### src/rtl/vga_output_stage.sv
// vga_output_stage: FIFO-buffered pixel stream to VGA timing with fault detection and frame resync
module vga_output_stage #(
  parameter int R_WIDTH = 5,
  parameter int G_WIDTH = 6,
  parameter int B_WIDTH = 5,
  parameter int PRECISION = 11,
  parameter int RESOLUTION_X = 800,
  parameter int RESOLUTION_Y = 600,
  parameter int H_FRONT_PORCH = 40,
  parameter int H_SYNC = 128,
  parameter int H_BACK_PORCH = 88,
  parameter int V_FRONT_PORCH = 1,
  parameter int V_SYNC = 4,
  parameter int V_BACK_PORCH = 23,
  parameter logic SYNC_POLARITY = 1'b1,
  parameter int FIFO_DEPTH_LOG2 = 4,
  parameter int START_THRESHOLD = 8
) (
  input  logic clk,
  input  logic rst,
  input  logic [R_WIDTH+G_WIDTH+B_WIDTH-1:0] pixel_in,
  input  logic [PRECISION-1:0] pixel_x_in,
  input  logic [PRECISION-1:0] pixel_y_in,
  input  logic pixel_ready_in,
  input  logic status_clear,
  output logic [R_WIDTH-1:0] vga_r,
  output logic [G_WIDTH-1:0] vga_g,
  output logic [B_WIDTH-1:0] vga_b,
  output logic vga_hsync,
  output logic vga_vsync,
  output logic vga_active,
  output logic underrun,
  output logic overflow,
  output logic position_error,
  output logic [FIFO_DEPTH_LOG2:0] fifo_level
);
  localparam int PW = R_WIDTH + G_WIDTH + B_WIDTH;
  localparam int EW = 2 * PRECISION + PW;
  localparam int LW = FIFO_DEPTH_LOG2 + 1;
  localparam int H_TOTAL = RESOLUTION_X + H_FRONT_PORCH + H_SYNC + H_BACK_PORCH;
  localparam int V_TOTAL = RESOLUTION_Y + V_FRONT_PORCH + V_SYNC + V_BACK_PORCH;
  localparam logic [PRECISION-1:0] H_ACT = PRECISION'(RESOLUTION_X);
  localparam logic [PRECISION-1:0] V_ACT = PRECISION'(RESOLUTION_Y);
  localparam logic [PRECISION-1:0] H_LAST = PRECISION'(H_TOTAL - 1);
  localparam logic [PRECISION-1:0] V_LAST = PRECISION'(V_TOTAL - 1);
  localparam logic [PRECISION-1:0] HS_ON = PRECISION'(RESOLUTION_X + H_FRONT_PORCH);
  localparam logic [PRECISION-1:0] HS_OFF = PRECISION'(RESOLUTION_X + H_FRONT_PORCH + H_SYNC);
  localparam logic [PRECISION-1:0] VS_ON = PRECISION'(RESOLUTION_Y + V_FRONT_PORCH);
  localparam logic [PRECISION-1:0] VS_OFF = PRECISION'(RESOLUTION_Y + V_FRONT_PORCH + V_SYNC);
  localparam logic [LW-1:0] FULL_LVL = LW'(1 << FIFO_DEPTH_LOG2);
  typedef enum logic [1:0] {IDLE, FILL, RUN} state_t;
  state_t state, state_nx;
  logic [PRECISION-1:0] h, v;
  logic [EW-1:0] mem [1 << FIFO_DEPTH_LOG2];
  logic [LW-1:0] wr_ptr, rd_ptr;
  logic [EW-1:0] head;
  logic empty, full, active, start, push, pop, under_f, over_f, pos_f, fault, hs, vs;
  assign fifo_level = wr_ptr - rd_ptr;
  always_comb begin
    head = mem[rd_ptr[FIFO_DEPTH_LOG2-1:0]];
    empty = fifo_level == '0;
    full = fifo_level == FULL_LVL;
    active = state == RUN && h < H_ACT && v < V_ACT;
    start = state == IDLE && pixel_ready_in && pixel_x_in == '0 && pixel_y_in == '0;
    pop = active && !empty;
    under_f = active && empty;
    over_f = state != IDLE && pixel_ready_in && full && !pop;
    push = start || (state != IDLE && pixel_ready_in && !over_f);
    pos_f = pop && head[EW-1 -: 2*PRECISION] != {h, v};
    fault = under_f || over_f || pos_f;
    hs = state == RUN && h >= HS_ON && h < HS_OFF;
    vs = state == RUN && v >= VS_ON && v < VS_OFF;
    state_nx = fault ? IDLE :
               start ? FILL :
               (state == FILL && int'(fifo_level) >= START_THRESHOLD) ? RUN : state;
  end
  always_ff @(posedge clk) if (push) mem[wr_ptr[FIFO_DEPTH_LOG2-1:0]] <= {pixel_x_in, pixel_y_in, pixel_in};
  always_ff @(posedge clk or posedge rst) begin
    if (rst) begin
      state <= IDLE;
      h <= '0;
      v <= '0;
      wr_ptr <= '0;
      rd_ptr <= '0;
      {vga_r, vga_g, vga_b} <= '0;
      vga_active <= 1'b0;
      vga_hsync <= ~SYNC_POLARITY;
      vga_vsync <= ~SYNC_POLARITY;
      underrun <= 1'b0;
      overflow <= 1'b0;
      position_error <= 1'b0;
    end else begin
      state <= state_nx;
      wr_ptr <= fault ? '0 : wr_ptr + LW'(push);
      rd_ptr <= fault ? '0 : rd_ptr + LW'(pop);
      h <= (state != RUN || fault || h == H_LAST) ? '0 : h + 1'b1;
      v <= (state != RUN || fault) ? '0 : (h != H_LAST) ? v : (v == V_LAST) ? '0 : v + 1'b1;
      {vga_r, vga_g, vga_b} <= pop ? head[PW-1:0] : '0;
      vga_active <= active;
      vga_hsync <= hs ? SYNC_POLARITY : ~SYNC_POLARITY;
      vga_vsync <= vs ? SYNC_POLARITY : ~SYNC_POLARITY;
      underrun <= under_f || (underrun && !status_clear);
      overflow <= over_f || (overflow && !status_clear);
      position_error <= pos_f || (position_error && !status_clear);
    end
  end
endmodule
### config.mk
export PLATFORM = sky130hd
export DESIGN_NAME = vga_output_stage
export DESIGN_NICKNAME = d
export VERILOG_FILES = /design/src/rtl/vga_output_stage.sv
export SDC_FILE = /design/constraint.sdc
export NUM_CORES = 1
export LEC_CHECK = 0
export BUFFER_PORTS_ARGS = -buffer_cell sky130_fd_sc_hd__buf_2
export CORE_ASPECT_RATIO = 0.7
export CORE_UTILIZATION = 40
export CTS_CLUSTER_SIZE = 10
export DETAILED_ROUTE_END_ITERATION = 6
export PLACE_DENSITY = 0.54
export SYNTH_ARGS = -nofsm -noshare
export SYNTH_HDL_FRONTEND = slang
export SYNTH_SLANG_ARGS = --single-unit
### constraint.sdc
create_clock -name clk -period 7.2 [get_ports clk]
set_input_delay 1.44 -clock clk [delete_from_list [all_inputs] [get_ports clk]]
set_output_delay 1.44 -clock clk [all_outputs]
set_load 0.1 [all_outputs]
==> impl_metrics.csv, run 1 <==
group,metric,value,unit
status,status,"finished clean",
detailed_routing,vias,14096,
floorplan,io_pins,69,
final_layout,instances_no_fill,2472,
floorplan,num_rows,79,
synth,synthArstFlopShare,8.434,%
critical_path,crit_chain,"inv_1, buf_4, fa_1, a21o_1, a21oi_1, xor2_1, or4_1, a31oi_1, or3_1, nor2_4, buf_4",
pwr,leakage,9.937,nW
cts,clkSinkCount,664,
timing,tightest_slew,1.027,ns
timing,skew,0.02762,ns
timing,setup_violations,0,
floorplan,coreArea,66420,um^2
synth,ys_seq_elements,664,
placement,portBuffers,68,
cts,htreeDepth,3,
synth,ys.warnings.count,0,
critical_path,slowest_delay,0.73,ns
job,drv_cap,0,
detailed_routing,first_iter_violations,1352,
final_layout,fillCellCount,5642,
synth,netlist_area,26840,um^2
timing,fmax,0.1889,GHz
synth,avgSynthCellArea,18.61,um^2
synth,yosys.area.top_type_share,68.02,%
critical_path,setup.worst_path.class,"register to register",
cts,holdBufCountCts,0,
global_route,grt_util_all_layers,20.56,%
synth,synth_top_family_by_area,"multiplexers",
timing,hold_ws,0.4818,ns
cts,ctsResizeCount,0,
global_route,antenna_found_initial,0,
timing,setup_tns,0,ns
synth,yosysSeqAreaShare,73.24,%
timing,rsz0062_at_grt,"false",
final_layout,num_antenna_cells,0,
synth,synth_adder_area_share,0.6340,%
detailed_routing,wirelength,68.96,mm
global_route,grt_pass1_wl,100.5,mm
timing,final-hold-violation-count,0,
detailed_routing,drt-vias-per-instance,5.702,
floorplan,die-area,68160,um^2
cts,cts_tree,"yes",
detailed_routing,dr.pass1.iters,5,
synth,synthFlopType,"edfxtp_1",
cts,clock_latency,0.63,ns
timing,fin_ws,1.905,ns
placement,gp_congestion,0.8469,
critical_path,slowest_stage,"nor2_4",
synth,yosys.area_share.simple,4.307,%
global_route,grt_max_degree,86,
pwr,power_density,256.4,nW/um^2
critical_path,endpoint_kind,"register",
pwr,finalPower,0.007794,W
timing,maxSlewViolCount,0,
placement,pre_cts_ws,1.741,ns
final_layout,fin_nets,1595,
detailed_routing,drc,0,
critical_path,crit_path_max_fanout,29,
synth,synthXorXnorAreaFrac,1.371,%
timing,finalCritPeriodShare,73.54,%
synth,synth_compound_area_share,4.755,%
synth,synth_commonest_cells,"edfxtp_1, mux4_2, mux2i_1",
synth,netlist_instances,1442,
critical_path,required,7.48,ns
pwr,peakVddDrop,0.0001535,V
timing,slew_headroom,30.93,%
placement,dp_cells,2353,
synth,synth_largest_area_cell,"edfxtp_1",
global_route,grt_pass1_vias,14066,
synth,synth_most_common_cell,"edfxtp_1",
cts,cts_buffers,76,
final_layout,drive_gt1_share,22.33,%
detailed_routing,wl_per_cell,27.89,um
cts,cts_buffer_depth,3,
detailed_routing,ant_nets,0,
placement,place.detailed.hpwl,40.83,mm
final_layout,area_growth_syn_to_layout,13.27,%
critical_path,crit_path_start_kind,"register",
synth,yosysUniqueCellTypes,71,
floorplan,initial_core_util,40.41,%
synth,synthMuxAreaShare,13.50,%
critical_path,crit_top_cell,"buf_4",
cts,clk_pin_slew,0.06,ns
critical_path,crit_arrival,5.57,ns
floorplan,die_w,311.6,um
timing,min_period,5.295,ns
synth,syn_nets,1497,
synth,synth_edf_count,608,
synth,ys_top_cells_by_area,"edfxtp_1, mux4_2, dfrtp_1",
cts,post-cts-setup-buffers,0,
cts,cts-root-buf,"clkbuf_16",
global_route,grt_remaining_overflow,0,
hold_path,hold_class,"register to register",
floorplan,fp.dieH,218.7,um
==> cells in the final DEF, fill, tap and decap left out, drive strengths merged, types with 11 or more instances in the layout <==
cell type / synthesis / routed
and3: 15 / 15
a22oi: 16 / 16
nand3: 30 / 30
xnor2: 27 / 27
xor2: 15 / 15
o221ai: 19 / 19
mux2: 18 / 18
nor2b: 12 / 12
edfxtp: 608 / 608
nor3: 26 / 26
ha: 12 / 12
clkbuf: 32 / 112
nor4: 15 / 15
mux2i: 96 / 96
inv: 22 / 25
o22ai: 16 / 16
a21oi: 45 / 45
buf: 50 / 102
mux4: 109 / 109
dfrtp: 56 / 56
or3: 11 / 11
nor2: 29 / 29
nand2: 44 / 44
o21ai: 16 / 16
==> logic make-up after synthesis <==
| family | Yosys count |
|---|---|
| flip-flops | 664 |
| AO/OA/AOI/OAI | 178 |
| AND/OR/NAND/NOR | 218 |
| multiplexers | 223 |
| buffers and inverters | 104 |
| adder cells (fa/ha/maj) | 13 |
| XOR/XNOR | 42 |
==> area by class of cell <==
type                       instances  area [um^2]  share of cell area, %
clock buffer                     112         2058                  6.770
clock inverter                     7        130.1                 0.4280
inverter                          22        82.58                 0.2716
multi-input combinational        674         6723                  22.11
sequential                       664        19670                  64.71
tap                              891         1115                  3.667
timing repair buffer             102        620.6                  2.041
==> where the power goes <==
part           leakage, nW  internal (W)   switching, W
Combinational         2.66    0.00000908      0.0000650
Clock                 1.05       0.00201        0.00150
Sequential            6.23       0.00421  0.00000000429
==> layer usage <==
layer	global-route usage, %	routed length [um]
met1	32.00	33410
met4	4.461	1039
met5	0	0
met3	4.963	5266
met2	28.95	29250
==> metrics by stage <==
step,cell area (um^2),util (%)
floorplan,26850,-
global placement,28210,42.48
detailed placement,28210,42.48
CTS,30400,45.77
global route,30400,45.77
finish,30400,45.77
==> worst max-delay path: cells and delay by family (launching register included) <==
family / cells / cell delay [ns]
compound gates: 3 / 0.55
fa+ha+maj: 1 / 0.44
flops: 1 / 0.70
xor+xnor: 1 / 0.32
simple gates: 3 / 1.78
buf+inv: 3 / 1.09
==> path summary, 6_finish.rpt <==
| check | startpoint | endpoint | slack (ns) | cells past startpoint |
|---|---|---|---|---|
| setup / recovery | rd_ptr[1] | mem[3][29] | 1.91 | 11 |
| hold / removal | overflow | overflow | 0.48 | 1 |
| setup reg to reg | rd_ptr[1] | mem[3][29] | 1.91 | 11 |
| hold reg to reg | overflow | overflow | 0.48 | 1 |
| max in group asynchronous | rst | rd_ptr[2] | 5.54 | 3 |
| min in group asynchronous | rst | vga_g[5] | 1.06 | 3 |
==> flip-flops by register name, summed over array words and instances, names as in the netlist, 2 cells and up <==
signal / count
vga_b: 5
vga_r: 5
vga_g: 6
h: 11
rd_ptr: 5
wr_ptr: 5
state: 2
v: 11
mem: 608
No activity file was read; power rests on OpenSTA's default activity.
==> inputs of run 2 (changes only) <==
- ABC_AREA: unset -> 1
- PLACE_DENSITY: 0.54 -> 0.56
- clock period: 7.2 -> 4.5 ns (I/O delays scaled with it)
==> impl_metrics.csv, run 2 <==
group,metric,value,unit
detailed_routing,ant_nets,0,
hold_path,hold_class,"input port to async pin",
critical_path,slowest_delay,0.74,ns
critical_path,crit_family,"simple AND/OR/NAND/NOR gates",
critical_path,setup.worst_path.class,"register to register",
timing,finalCritPeriodShare,80.37,%
critical_path,slowest_stage,"buf_4",
global_route,grt_util_all_layers,22.23,%
pwr,clock_power_share,45.8,%
timing,skew,0.02738,ns
critical_path,crit_start,"rd_ptr[1]",
floorplan,fp.dieH,220.1,um
detailed_routing,wl_met3,6.412,mm
timing,min_period,3.617,ns
pwr,switching_share,19.96,%
detailed_routing,dr.pass1.iters,5,
placement,place.detailed.hpwl,43.37,mm
cts,cts_tree,"yes",
pwr,power_frac_seq,53.1,%
detailed_routing,wl_per_cell,22.41,um
cts,ctsResizeCount,0,
synth,yosysUniqueCellTypes,41,
synth,synth_most_common_cell,"edfxtp_1",
detailed_routing,maxUsedRoutingLayer,"met4",
synth,syn_nets,2368,
critical_path,crit_path_start_kind,"register",
synth,avgSynthCellArea,11.75,um^2
cts,cts_buffer_depth,3,
final_layout,num_antenna_cells,0,
final_layout,area_growth_syn_to_layout,14.86,%
synth,ys_top_cells_by_area,"edfxtp_1, nand2_1, dfrtp_1",
synth,synth_edf_count,608,
global_route,grt_pass1_wl,112.7,mm
floorplan,coreArea,66820,um^2
floorplan,num_rows,79,
cts,htreeDepth,3,
final_layout,largest_reg_flops,608,
floorplan,die_w,313.5,um
timing,setup_violations,0,
critical_path,crit_top_cell,"nand2_1",
detailed_routing,vias,17879,
pwr,peakVddDrop,0.0002620,V
floorplan,initial_core_util,40.66,%
final_layout,drive_gt1_share,10.98,%
cts,clk_pin_slew,0.06,ns
critical_path,crit_path_max_fanout,71,
timing,tightest_slew,1.038,ns
synth,yosys.area.top_type_share,67.19,%
floorplan,die-area,68990,um^2
final_layout,final_cell_mix,"edfxtp_1, nand2_1, nor2_1, nand3_1, o21ai_0",
cts,holdBufCountCts,0,
synth,synthFlopType,"edfxtp_1",
detailed_routing,first_iter_violations,2064,
critical_path,crit_arrival,4.14,ns
timing,rsz0062_at_grt,"false",
detailed_routing,drc,0,
detailed_routing,wl_met2,31.70,mm
cts,clock_latency,0.63,ns
floorplan,io_pins,69,
critical_path,rr_startpoint,"rd_ptr[1]",
timing,setup_tns,0,ns
placement,portBuffers,68,
placement,dp_cells,3219,
detailed_routing,drt-vias-per-instance,5.321,
synth,ys_seq_elements,664,
timing,maxSlewViolCount,0,
pwr,leakage,11.22,nW
global_route,grt_remaining_overflow,0,
pwr,pwr-share-comb,1.1,%
cts,post-cts-setup-buffers,0,
synth,synthArstFlopShare,8.434,%
critical_path,endpoint_kind,"register",
global_route,antenna_found_initial,1,
placement,gp_congestion,0.8479,
global_route,grt_max_degree,188,
global_route,grt_pass1_vias,17181,
pwr,p_int,0.01015,W
detailed_routing,met1_length,35.76,mm
detailed_routing,wirelength,75.29,mm
final_layout,final_core_util,46.71,%
critical_path,cp_num_buf_inv,2,
cts,clkSinkCount,664,
timing,final-hold-violation-count,0,
critical_path,required,5.03,ns
cts,cts-root-buf,"clkbuf_16",
final_layout,final_common_cell,"edfxtp_1",
critical_path,crit_chain,"inv_4, buf_4, nor2_1, o21ai_0, nand3_1, nand2_1, nand2_1, nand2_1, nand2_1, nor2_1, nand2_1, nor2_1, nand3_1, nand2_2, nand2_1, nor3_1",
pwr,switchingPower,0.002531,W
synth,synth_commonest_cells,"edfxtp_1, nand2_1, nor2_1",
cts,cts_buffers,77,
status,status,"finished clean",
synth,ys.warnings.count,0,
synth,synth_largest_area_cell,"edfxtp_1",
synth,netlist_area,27170,um^2
final_layout,instances_no_fill,3360,
synth,yosysSeqAreaShare,72.35,%
timing,fmax,0.2765,GHz
pwr,finalPower,0.01268,W
timing,slew_headroom,30.83,%
final_layout,fin_nets,2462,
pwr,power_density,406.4,nW/um^2
job,drv_cap,0,
timing,hold_ws,0.3743,ns
synth,netlist_instances,2313,
==> run 2: power by group through the flow <==
stage          Sequential [W]  Combinational (W)  Clock (W)
3_5_place_dp          0.00686           0.000136          0
2_1_floorplan         0.00686         0.00000937          0
6_report              0.00673           0.000136    0.00581
4_1_cts               0.00673           0.000136    0.00590
5_1_grt               0.00673           0.000148    0.00616
3_3_place_gp          0.00686           0.000132          0
==> run 2: logic make-up after synthesis <==
kind of cell / synth area share [%]
AND/OR/NAND/NOR: 15.97
XOR/XNOR: 0.6447
adder cells (fa/ha/maj): 0.6263
AO/OA/AOI/OAI: 6.907
buffers and inverters: 3.504
flip-flops: 72.35
==> run 2: layout make-up <==
class / instances / area (um^2)
Fill cell: 6062 / 35610
Sequential cell: 664 / 19670
Multi-Input combinational cell: 1424 / 6726
Clock buffer: 137 / 2267
Tap cell: 891 / 1115
Timing Repair Buffer: 135 / 980.9
Inverter: 105 / 405.4
Clock inverter: 4 / 50.05
==> run 2: metal layers <==
layer / track usage, % / vias to the layer above
li1: - / 8293
met1: 34.25 / 8795
met2: 31.86 / 692
met3: 4.480 / 99
met4: 5.463 / 0
met5: 0 / -
==> run 2: per-stage QoR <==
stage / area (um^2) / worst slack [ns]
2_1_floorplan: 27270 / -0.03550
3_3_place_gp: 28890 / 0.6199
3_5_place_dp: 28890 / 0.5823
4_1_cts: 31210 / 0.8848
6_report: 31210 / 0.8833
5_1_grt: 31210 / 0.5740
==> run 2: path summary, 6_finish.rpt <==
path / endpoint / slack, ns / depth (start not counted)
worst max-delay path: rd_ptr[2] / 0.88 / 16
worst min-delay path: v[6] / 0.37 / 2
worst max register to register: rd_ptr[2] / 0.88 / 16
worst min register to register: h[0] / 0.51 / 1
max in group asynchronous: rd_ptr[0] / 3.23 / 3
min in group clk: h[0] / 0.51 / 1
